--- config.mk ---
export PLATFORM = sky130hd
export DESIGN_NAME = branch_predictor_flat
export DESIGN_NICKNAME = d
export VERILOG_FILES = /design/src/rtl/branch_predictor_if.sv /design/src/rtl/branch_predictor.sv /design/src/flat_wrapper.sv
export SDC_FILE = /design/constraint.sdc
export NUM_CORES = 2
export LEC_CHECK = 0
export ABC_AREA = 1
export CORE_MARGIN = 2
export CORE_UTILIZATION = 40
export DETAILED_ROUTE_END_ITERATION = 10
export SYNTH_ARGS = -nofsm -noshare
export SYNTH_HDL_FRONTEND = slang
export SYNTH_SLANG_ARGS = --single-unit
--- constraint.sdc ---
create_clock -name clk_i -period 4 [get_ports clk_i]
set_input_delay 0.8 -clock clk_i [delete_from_list [all_inputs] [get_ports clk_i]]
set_output_delay 0.8 -clock clk_i [all_outputs]
set_load 0.01 [all_outputs]
--- src/rtl/branch_predictor_if.sv ---
// Predictor-facing bundle: IF-stage lookup, ID-stage resolution and the
// statistics readout. The pipeline is the master, the predictor the slave.
interface branch_predictor_if #(
  parameter int unsigned ADDR_W = 32,
  parameter int unsigned HIST_W = 6,
  parameter int unsigned CNT_W  = 16
);
  // Lookup side
  logic [ADDR_W-1:0] lookup_pc_i;
  logic              pred_hit_o;
  logic              pred_taken_o;
  logic [ADDR_W-1:0] pred_target_o;
  logic [HIST_W-1:0] pred_hist_o;

  // Update handshake: update_valid_i is a single-cycle qualifier with no
  // ready. Every rising edge that sees it high consumes exactly one resolved
  // branch described by the other update_* fields; the predictor can never
  // stall the pipeline, so there is no back-pressure.
  logic              update_valid_i;
  logic [ADDR_W-1:0] update_pc_i;
  logic [HIST_W-1:0] update_hist_i;
  logic              update_taken_i;
  logic [ADDR_W-1:0] update_target_i;
  logic              update_pred_taken_i;

  // Statistics
  logic [CNT_W-1:0]  branch_cnt_o;
  logic [CNT_W-1:0]  mispred_cnt_o;

  modport master (
    output lookup_pc_i,
    input  pred_hit_o, pred_taken_o, pred_target_o, pred_hist_o,
    output update_valid_i, update_pc_i, update_hist_i, update_taken_i,
    output update_target_i, update_pred_taken_i,
    input  branch_cnt_o, mispred_cnt_o
  );

  modport slave (
    input  lookup_pc_i,
    output pred_hit_o, pred_taken_o, pred_target_o, pred_hist_o,
    input  update_valid_i, update_pc_i, update_hist_i, update_taken_i,
    input  update_target_i, update_pred_taken_i,
    output branch_cnt_o, mispred_cnt_o
  );
endinterface

--- src/rtl/branch_predictor.sv ---
// Branch predictor: 2-bit saturating direction counters plus a tagged BTB,
// bimodal (MODE=0) or gshare (MODE=1) indexed. Lookup is combinational and
// reads the pre-update contents; updates land at the rising edge.
module branch_predictor #(
  parameter int unsigned ADDR_W  = 32,
  parameter int unsigned ENTRIES = 64,
  parameter int unsigned TAG_W   = 8,
  parameter int unsigned MODE    = 0,
  parameter int unsigned HIST_W  = 6,
  parameter int unsigned CNT_W   = 16
) (
  input logic clk_i,
  input logic rst_i,
  branch_predictor_if.slave bus
);
  localparam int unsigned IDX_W = $clog2(ENTRIES);

  logic              validQ  [ENTRIES];
  logic [TAG_W-1:0]  tagQ    [ENTRIES];
  logic [ADDR_W-1:0] targetQ [ENTRIES];
  logic [1:0]        cntQ    [ENTRIES];
  logic [HIST_W-1:0] ghrQ;
  logic [CNT_W-1:0]  branchCnt;
  logic [CNT_W-1:0]  mispredCnt;

  logic [IDX_W-1:0]  lookupBase, lookupIdx, updBase, updIdx;
  logic [TAG_W-1:0]  lookupTag, updTag;
  logic              lookupHit, lookupTaken, updHit;
  logic              unusedBits;

  // Index/tag extraction; gshare folds history into the low index bits.
  assign lookupBase = bus.lookup_pc_i[IDX_W+1:2];
  assign lookupTag  = bus.lookup_pc_i[IDX_W+TAG_W+1:IDX_W+2];
  assign updBase    = bus.update_pc_i[IDX_W+1:2];
  assign updTag     = bus.update_pc_i[IDX_W+TAG_W+1:IDX_W+2];
  assign lookupIdx  = (MODE == 1) ? (lookupBase ^ IDX_W'(ghrQ)) : lookupBase;
  assign updIdx     = (MODE == 1) ? (updBase ^ IDX_W'(bus.update_hist_i)) : updBase;

  // PC alignment bits and upper PC bits do not take part in indexing.
  assign unusedBits = ^{bus.lookup_pc_i, bus.update_pc_i, bus.update_hist_i};

  // Combinational lookup against the current (pre-edge) table contents.
  always_comb begin
    lookupHit   = validQ[lookupIdx] && (tagQ[lookupIdx] == lookupTag);
    lookupTaken = lookupHit && cntQ[lookupIdx][1];
    updHit      = validQ[updIdx] && (tagQ[updIdx] == updTag);
  end

  assign bus.pred_hit_o    = lookupHit;
  assign bus.pred_taken_o  = lookupTaken;
  assign bus.pred_target_o = lookupTaken ? targetQ[lookupIdx]
                                         : bus.lookup_pc_i + ADDR_W'(4);
  assign bus.pred_hist_o   = ghrQ;
  assign bus.branch_cnt_o  = branchCnt;
  assign bus.mispred_cnt_o = mispredCnt;

  // Table, history and statistics update from the resolved branch.
  always_ff @(posedge clk_i) begin
    if (!rst_i) begin
      for (int i = 0; i < ENTRIES; i++) begin
        validQ[i]  <= 1'b0;
        tagQ[i]    <= '0;
        targetQ[i] <= '0;
        cntQ[i]    <= 2'b01;
      end
      ghrQ       <= '0;
      branchCnt  <= '0;
      mispredCnt <= '0;
    end else if (bus.update_valid_i) begin
      if (updHit) begin
        if (bus.update_taken_i) begin
          if (cntQ[updIdx] != 2'b11) cntQ[updIdx] <= cntQ[updIdx] + 2'd1;
          targetQ[updIdx] <= bus.update_target_i;
        end else if (cntQ[updIdx] != 2'b00) begin
          cntQ[updIdx] <= cntQ[updIdx] - 2'd1;
        end
      end else if (bus.update_taken_i) begin
        // Miss on a taken branch replaces whatever occupied the slot.
        validQ[updIdx]  <= 1'b1;
        tagQ[updIdx]    <= updTag;
        targetQ[updIdx] <= bus.update_target_i;
        cntQ[updIdx]    <= 2'b10;
      end
      // Truncating cast gives {ghr[HIST_W-2:0], taken}, also for HIST_W=1.
      if (MODE == 1) ghrQ <= HIST_W'({ghrQ, bus.update_taken_i});
      if (branchCnt != '1) branchCnt <= branchCnt + CNT_W'(1);
      if ((bus.update_pred_taken_i != bus.update_taken_i) && (mispredCnt != '1))
        mispredCnt <= mispredCnt + CNT_W'(1);
    end
  end
endmodule

--- src/flat_wrapper.sv ---
// flat-port wrapper written by rule: the top's interface ports become plain ports
module branch_predictor_flat 
#(
  parameter int unsigned ADDR_W  = 32,
  parameter int unsigned ENTRIES = 64,
  parameter int unsigned TAG_W   = 8,
  parameter int unsigned MODE    = 0,
  parameter int unsigned HIST_W  = 6,
  parameter int unsigned CNT_W   = 16
)
  (clk_i, rst_i, bus_lookup_pc_i, bus_pred_hit_o, bus_pred_taken_o, bus_pred_target_o, bus_pred_hist_o, bus_update_valid_i, bus_update_pc_i, bus_update_hist_i, bus_update_taken_i, bus_update_target_i, bus_update_pred_taken_i, bus_branch_cnt_o, bus_mispred_cnt_o);
  branch_predictor_if #(.ADDR_W(ADDR_W), .HIST_W(HIST_W), .CNT_W(CNT_W)) bus_i ();
  input logic clk_i;
  input logic rst_i;
  input wire logic [$bits(bus_i.lookup_pc_i)-1:0] bus_lookup_pc_i;
  output wire logic [$bits(bus_i.pred_hit_o)-1:0] bus_pred_hit_o;
  output wire logic [$bits(bus_i.pred_taken_o)-1:0] bus_pred_taken_o;
  output wire logic [$bits(bus_i.pred_target_o)-1:0] bus_pred_target_o;
  output wire logic [$bits(bus_i.pred_hist_o)-1:0] bus_pred_hist_o;
  input wire logic [$bits(bus_i.update_valid_i)-1:0] bus_update_valid_i;
  input wire logic [$bits(bus_i.update_pc_i)-1:0] bus_update_pc_i;
  input wire logic [$bits(bus_i.update_hist_i)-1:0] bus_update_hist_i;
  input wire logic [$bits(bus_i.update_taken_i)-1:0] bus_update_taken_i;
  input wire logic [$bits(bus_i.update_target_i)-1:0] bus_update_target_i;
  input wire logic [$bits(bus_i.update_pred_taken_i)-1:0] bus_update_pred_taken_i;
  output wire logic [$bits(bus_i.branch_cnt_o)-1:0] bus_branch_cnt_o;
  output wire logic [$bits(bus_i.mispred_cnt_o)-1:0] bus_mispred_cnt_o;
  assign bus_i.lookup_pc_i = bus_lookup_pc_i;
  assign bus_pred_hit_o = bus_i.pred_hit_o;
  assign bus_pred_taken_o = bus_i.pred_taken_o;
  assign bus_pred_target_o = bus_i.pred_target_o;
  assign bus_pred_hist_o = bus_i.pred_hist_o;
  assign bus_i.update_valid_i = bus_update_valid_i;
  assign bus_i.update_pc_i = bus_update_pc_i;
  assign bus_i.update_hist_i = bus_update_hist_i;
  assign bus_i.update_taken_i = bus_update_taken_i;
  assign bus_i.update_target_i = bus_update_target_i;
  assign bus_i.update_pred_taken_i = bus_update_pred_taken_i;
  assign bus_branch_cnt_o = bus_i.branch_cnt_o;
  assign bus_mispred_cnt_o = bus_i.mispred_cnt_o;
  branch_predictor #(.ADDR_W(ADDR_W), .ENTRIES(ENTRIES), .TAG_W(TAG_W), .MODE(MODE), .HIST_W(HIST_W), .CNT_W(CNT_W)) u_core (.clk_i(clk_i), .rst_i(rst_i), .bus(bus_i));
endmodule
Word-level counts from Yosys, hierarchy flattened
Memories as Yosys holds them, arrays and structs flattened.
Cells that the tools add are included.
{"block": "word_totals", "ff_bits": 32, "latchBits": 0, "mem_bits_rw": 2752, "rom_bits": 0, "output_inout_bits": 72, "word_cells": 69, "n_memories": 4}
{"block": "classes", "n_addsub": 5, "mul": 0, "div_mod_pow": 0, "order_cmp": 0, "n_eq_ne": 6, "n_shift": 0, "mux": 38, "bitwise": 3, "n_reduce_logical": 11}
{"name": "u_core.targetQ", "depth": 64, "width": 32, "rd": 1, "rd_ports_with_merged_regs": 0, "wr": 64, "line": "branch_predictor.sv:20", "text": "logic [ADDR_W-1:0] targetQ [ENTRIES];"}
{"name": "u_core.tagQ", "depth": 64, "width": 8, "rd": 2, "rd_ports_with_merged_regs": 0, "wr": 64, "line": "branch_predictor.sv:19", "text": "logic [TAG_W-1:0] tagQ [ENTRIES];"}
{"name": "u_core.cntQ", "depth": 64, "width": 2, "rd": 2, "rd_ports_with_merged_regs": 0, "wr": 64, "line": "branch_predictor.sv:21", "text": "logic [1:0] cntQ [ENTRIES];"}
{"name": "u_core.validQ", "depth": 64, "width": 1, "rd": 2, "rd_ports_with_merged_regs": 0, "wr": 64, "line": "branch_predictor.sv:18", "text": "logic validQ [ENTRIES];"}
{"operator": "$mux 32", "count": 3}
{"operator": "$add 16x1->16 const B", "count": 2}
{"operator": "$add 32x3->32 const B", "count": 1}
{"operator": "$ne 16x16->1 const B", "count": 2}
{"operator": "$reduce_or 32->1", "count": 1}
{"operator": "$mux 1", "count": 27}
{"operator": "$mux 6", "count": 4}
{"operator": "$eq 8x8->1", "count": 2}
{"operator": "$mux 8", "count": 1}
{"operator": "$reduce_or 8->1", "count": 1}
{"operator": "$mux 2", "count": 3}
{"operator": "$logic_and 1x1->1", "count": 4}
{"operator": "$reduce_and 2->1", "count": 2}
{"operator": "$or 1x1->1", "count": 3}
{"operator": "$add 2x1->2 const B", "count": 1}
{"operator": "$ne 2x2->1 const B", "count": 1}
{"operator": "$reduce_bool 2->1", "count": 1}
{"operator": "$reduce_or 2->1", "count": 1}
{"operator": "$sub 2x1->2 const B", "count": 1}
{"operator": "$ne 1x1->1", "count": 1}
{"operator": "$reduce_or 1->1", "count": 1}

Depth between registers and ports, before layout
An unclocked memory read counts as a cell.
{"block": "depth", "word_depth": 12, "ltp_mapped": 26}

Least setup slack after synthesis
Ideal clock, no wire load.
{"block": "synth_timing", "path_kind": "in2out", "start": "input bus_lookup_pc_i[2]", "end": "output bus_pred_target_o[0]", "arrival_time_ns": 2.953, "path_slack_ns": 0.247, "cell_stages": 18, "cell_sequence": "buf_4 -> inv_4 -> buf_2 -> buf_4 -> buf_4 -> buf_2 -> nor2_1 -> o22ai_1 -> nand2_1 -> nand4_1 -> nand3_1 -> nand3_2 -> nand2_1 -> nor2_1 -> nand3b_1 -> nor2_2 -> nand3_1 -> nand2_1"}
{"block": "synth_via", "elab_chain_cells": 5, "elab_cells_between_ends": 8}
{"element": "start, declared", "line": "flat_wrapper.sv:15", "text": "input wire logic [$bits(bus_i.lookup_pc_i)-1:0] bus_lookup_pc_i;"}
{"element": "$mem_v2 64x8"}
{"element": "$eq 8x8->1", "line": "branch_predictor.sv:44", "text": "lookupHit = validQ[lookupIdx] && (tagQ[lookupIdx] == lookupTag);"}
{"element": "$logic_and 1x1->1 *", "line": "branch_predictor.sv:44"}
{"element": "named net bus_pred_hit_o", "line": "flat_wrapper.sv:16", "text": "output wire logic [$bits(bus_i.pred_hit_o)-1:0] bus_pred_hit_o;"}
{"element": "$logic_and 1x1->1 *", "line": "branch_predictor.sv:45", "text": "lookupTaken = lookupHit && cntQ[lookupIdx][1];"}
{"element": "$mux 32 *", "line": "branch_predictor.sv:51", "text": "assign bus.pred_target_o = lookupTaken ? targetQ[lookupIdx]"}
{"element": "end, declared", "line": "flat_wrapper.sv:18", "text": "output wire logic [$bits(bus_i.pred_target_o)-1:0] bus_pred_target_o;"}
The timed path passes the listed nets; every way through them passes the cells marked *.

Worst setup path after layout
{"block": "layout_timing", "start": "input bus_lookup_pc_i[3]", "end": "output bus_pred_target_o[8]"}
{"block": "layout_via", "elab_chain_cells": 5, "elab_cells_between_ends": 9}
{"element": "$mem_v2 64x8"}
{"element": "$eq 8x8->1", "line": "branch_predictor.sv:44"}
{"element": "$logic_and 1x1->1", "line": "branch_predictor.sv:44"}
{"element": "$logic_and 1x1->1", "line": "branch_predictor.sv:45"}
{"element": "$mux 32 *", "line": "branch_predictor.sv:51"}
Mark *: on every way between the ends. The rest lies on a longest branch, timed or not.

==> run metrics <==
Mapped Cells 13700; Max Buffers Root-to-Sink 4; hold crit path type primary input to register; DRT antenna net count 0; GRT Total Usage 30.0%; initial DRC count around 16000; die area 331000 um2; drt wl/cell 27.0 um; synthesis-to-layout area growth 22.8%; largest family of logic cells by synthesized area simple AND/OR/NAND/NOR gates; Max Cap Viol 0; Area after DPL 147000 um2; sequential-to-total area share from yosys stat 63.2%; status finished, violations left; Worst Path Buf+Inv 7; Worst-path clk slew 0.06 ns; Primary FF master, synth edfxtp_1; slew margin rel. between 15 and 20%; Post-synth EDFFs 2688; crit start category primary input; cts hold-fix bufs 0; met1 Use GR 40.9%; die width 576 um; Worst EP required between 3 and 4 ns; average size of a mapped cell 9.53 um2; Fill cells between 20000 and 30000; routed wire length 513000 um; layout cells sized above 1 16.5%; Setup Total Neg Slack -16.82 ns; Worst-Skew Late Latency 0.92 ns; met2 global-route usage between 40% and 50%; most frequent cells in the layout 3869 x nor2_1, 2688 x edfxtp_1, 1595 x nand2_1, 1472 x o21ai_0, 1021 x buf_4; most common cell after layout, fill and taps aside nor2_1; DRC Markers 0; vias in the first global route ~100k; kind of critical path primary input to primary output; total grt overflow 0; cell area after layout 161000 um2; vias per cell 5.83; Worst Tran Pin Value 1.25 ns; DR pass1 iterations 7; Final min period roughly 4.6 ns; final worst path period share 116%; pwr dens 437 nW/um2; final critical-path setup slack -0.631 ns; Power, Total 70.1 mW; Async SR Flop Fraction 0%; Fin. Hold Viols 0; routability cong. 0.972; Pleak 61.3 nW; Post-Syn Area about 130000 um2; VDD IR-drop max roughly 330 uV; GR peak layer met2; # setup viols final 34; Max FO, Critical Path between 40 and 50; first-pass GRT wire length 729000 um; Synth top area share between 60 and 70%; Initial Utilization 40.3%; critical path's most frequent cell buf_16; Nets 14500; unrepaired setup endpoints after global routing yes; slowest stage cell, crit path o22ai_2; crit path DAT 3.83 ns; Synth warnings 0; CTS root buffer clkbuf_16; Synth Area in XOR/XNOR 0.188%; Post-Synth Simple-Gate Area approximately 20%; post-DP HPWL 329000 um; Synth area leader edfxtp_1; via count 111000; Yosys cell types 51; CP cell instances buf_8, inv_8, buf_12, buf_16, buf_16, o21ai_0, o22ai_2, buf_4, a21oi_1, a31oi_2, a22o_2, nand4_1, nand2_2, buf_6; H-tree Lvls 5; Sink Count about 2800; adder-cell share of the synthesized area 0.0287%; Max Slew Vio Count 0; Setup crit end kind primary output; failing checks setup timing; CTS tree built; worst stage delay on the critical path 0.33 ns; post-synthesis compound-gate area fraction 11.5%; top post-synthesis cells by area edfxtp_1 62%, nor2_1 11%, o21ai_0 5.8%; initial antenna violation count 11; clock skew between 0.03 and 0.04 ns; port bufs 148; Die Ht around 580 um; # IOs 179; largest net degree at the start of global routing 94; mux share of post-synthesis cell area 0%; flops & latches, synth 2784; number of cell rows 209; met3 Usage GRT roughly 6.4%; CTS Buf Count about 310; fmax 216 MHz; core area 325000 um2; critical path's top delay family buffers and inverters
cell families after synthesis:
kind of cell / after synthesis
and+or+nand+nor: 6495
DFF: 2784
AOI/OAI and AO/OA: 2654
buffers and inverters: 1760
xor gates and xnor gates: 28
adders and majority gates: 3
other: 1
sequential cells by signal, summed over array words and instances (netlist names):
register,flops
u_core.bus.branch_cnt_o,16
u_core.bus.mispred_cnt_o,16
u_core.targetQ,2048
u_core.cntQ,128
u_core.tagQ,512
u_core.validQ,64
metrics by stage:
step / utilization, % / hold slack [ns] / setup slack (ns) / std cells
floorplan: - / 0.432 / 0.247 / 13700
global placement: 45.3 / 0.440 / -1.47 / 18300
detailed placement: 45.3 / 0.446 / -1.47 / 18300
CTS: 49.1 / 0.221 / -0.435 / 19000
global route: 49.4 / 0.260 / -0.583 / 19000
finish: 49.4 / 0.272 / -0.631 / 19000
repair_timing:
action,CTS,global route
hold endpoints to repair,0,0
endpoints found under the setup margin,34,1377
setup buffers,63,19
gates cloned,29,17
pin swaps,113,81
resized for setup,516,212
metal layers:
metal	share of wire [%]	vias up
met5	0.011	-
met4	5.7	8
met3	12	1165
met2	44	7089
met1	38	54000
li1	-	48500
cell usage after synthesis, types with 3 or more instances:
cell	count
o221ai_1	186
a211oi_1	4
buf_4	35
a221oi_1	3
inv_2	37
nor2_2	8
nand4_1	80
nor2_4	5
nand3_1	574
a22o_1	5
nor3_1	25
dfxtp_1	96
edfxtp_1	2688
inv_1	507
a32o_1	4
o2bb2ai_1	3
nand3b_1	3
a22oi_1	17
o211ai_1	153
o22ai_1	346
a31oi_1	20
or2_2	14
nand2_1	1810
nand2_2	65
o21a_1	5
nor3b_1	5
clkbuf_1	895
or2_1	7
nor2_1	3887
xor2_1	22
xnor2_1	6
o21ai_0	1512
ha_1	3
o21ai_1	18
clkinv_1	5
buf_1	36
buf_2	224
buf_6	19
nand3_2	5
a21oi_1	373
report_power, final:
group | internal [mW] | switching (mW) | total (mW)
Combinational | 2.81 | 5.74 | 8.55
Clock | 15.9 | 12.0 | 27.9
Sequential | 33.3 | 0.413 | 33.7
path summary, 6_finish.rpt:
path / start / endpoint / slack (ns) / depth (start not counted)
setup reg to reg: u_core.tagQ[53][1]$_SDFFCE_PN0P_ / u_core.cntQ[47][0]$_SDFFCE_PN1P_ / 0.14 / 29
hold reg to reg: u_core.validQ[24]$_DFF_P_ / u_core.validQ[24]$_DFF_P_ / 0.46 / 2
setup / recovery: bus_lookup_pc_i[3] / bus_pred_target_o[8] / -0.63 / 14
hold / removal: rst_i / u_core.bus.mispred_cnt_o[6]$_SDFFE_PN0P_ / 0.27 / 3
final cells by class:
type / count / area [um2] / share of cell area (%)
Timing Repair Buffer: 1596 / 18000 / 11.2
Antenna cell: 8 / 20.0 / 0.0125
Sequential cell: 2784 / 82600 / 51.5
Timing Repair inverter: 3 / 31.3 / 0.0195
Tap cell: 4325 / 5410 / 3.37
Clock inverter: 151 / 1340 / 0.836
Multi-Input combinational cell: 9188 / 42800 / 26.6
Inverter: 551 / 2180 / 1.35
Clock buffer: 392 / 8240 / 5.13
worst register-to-register path: cells and delay by family (launching register included):
family,cells,cell delay (ns)
buffers and inverters,13,1.67
DFF,1,0.34
AOI/OAI and AO/OA,1,0.05
and+or+nand+nor,15,1.52
Power figures use the tool's default switching activity.
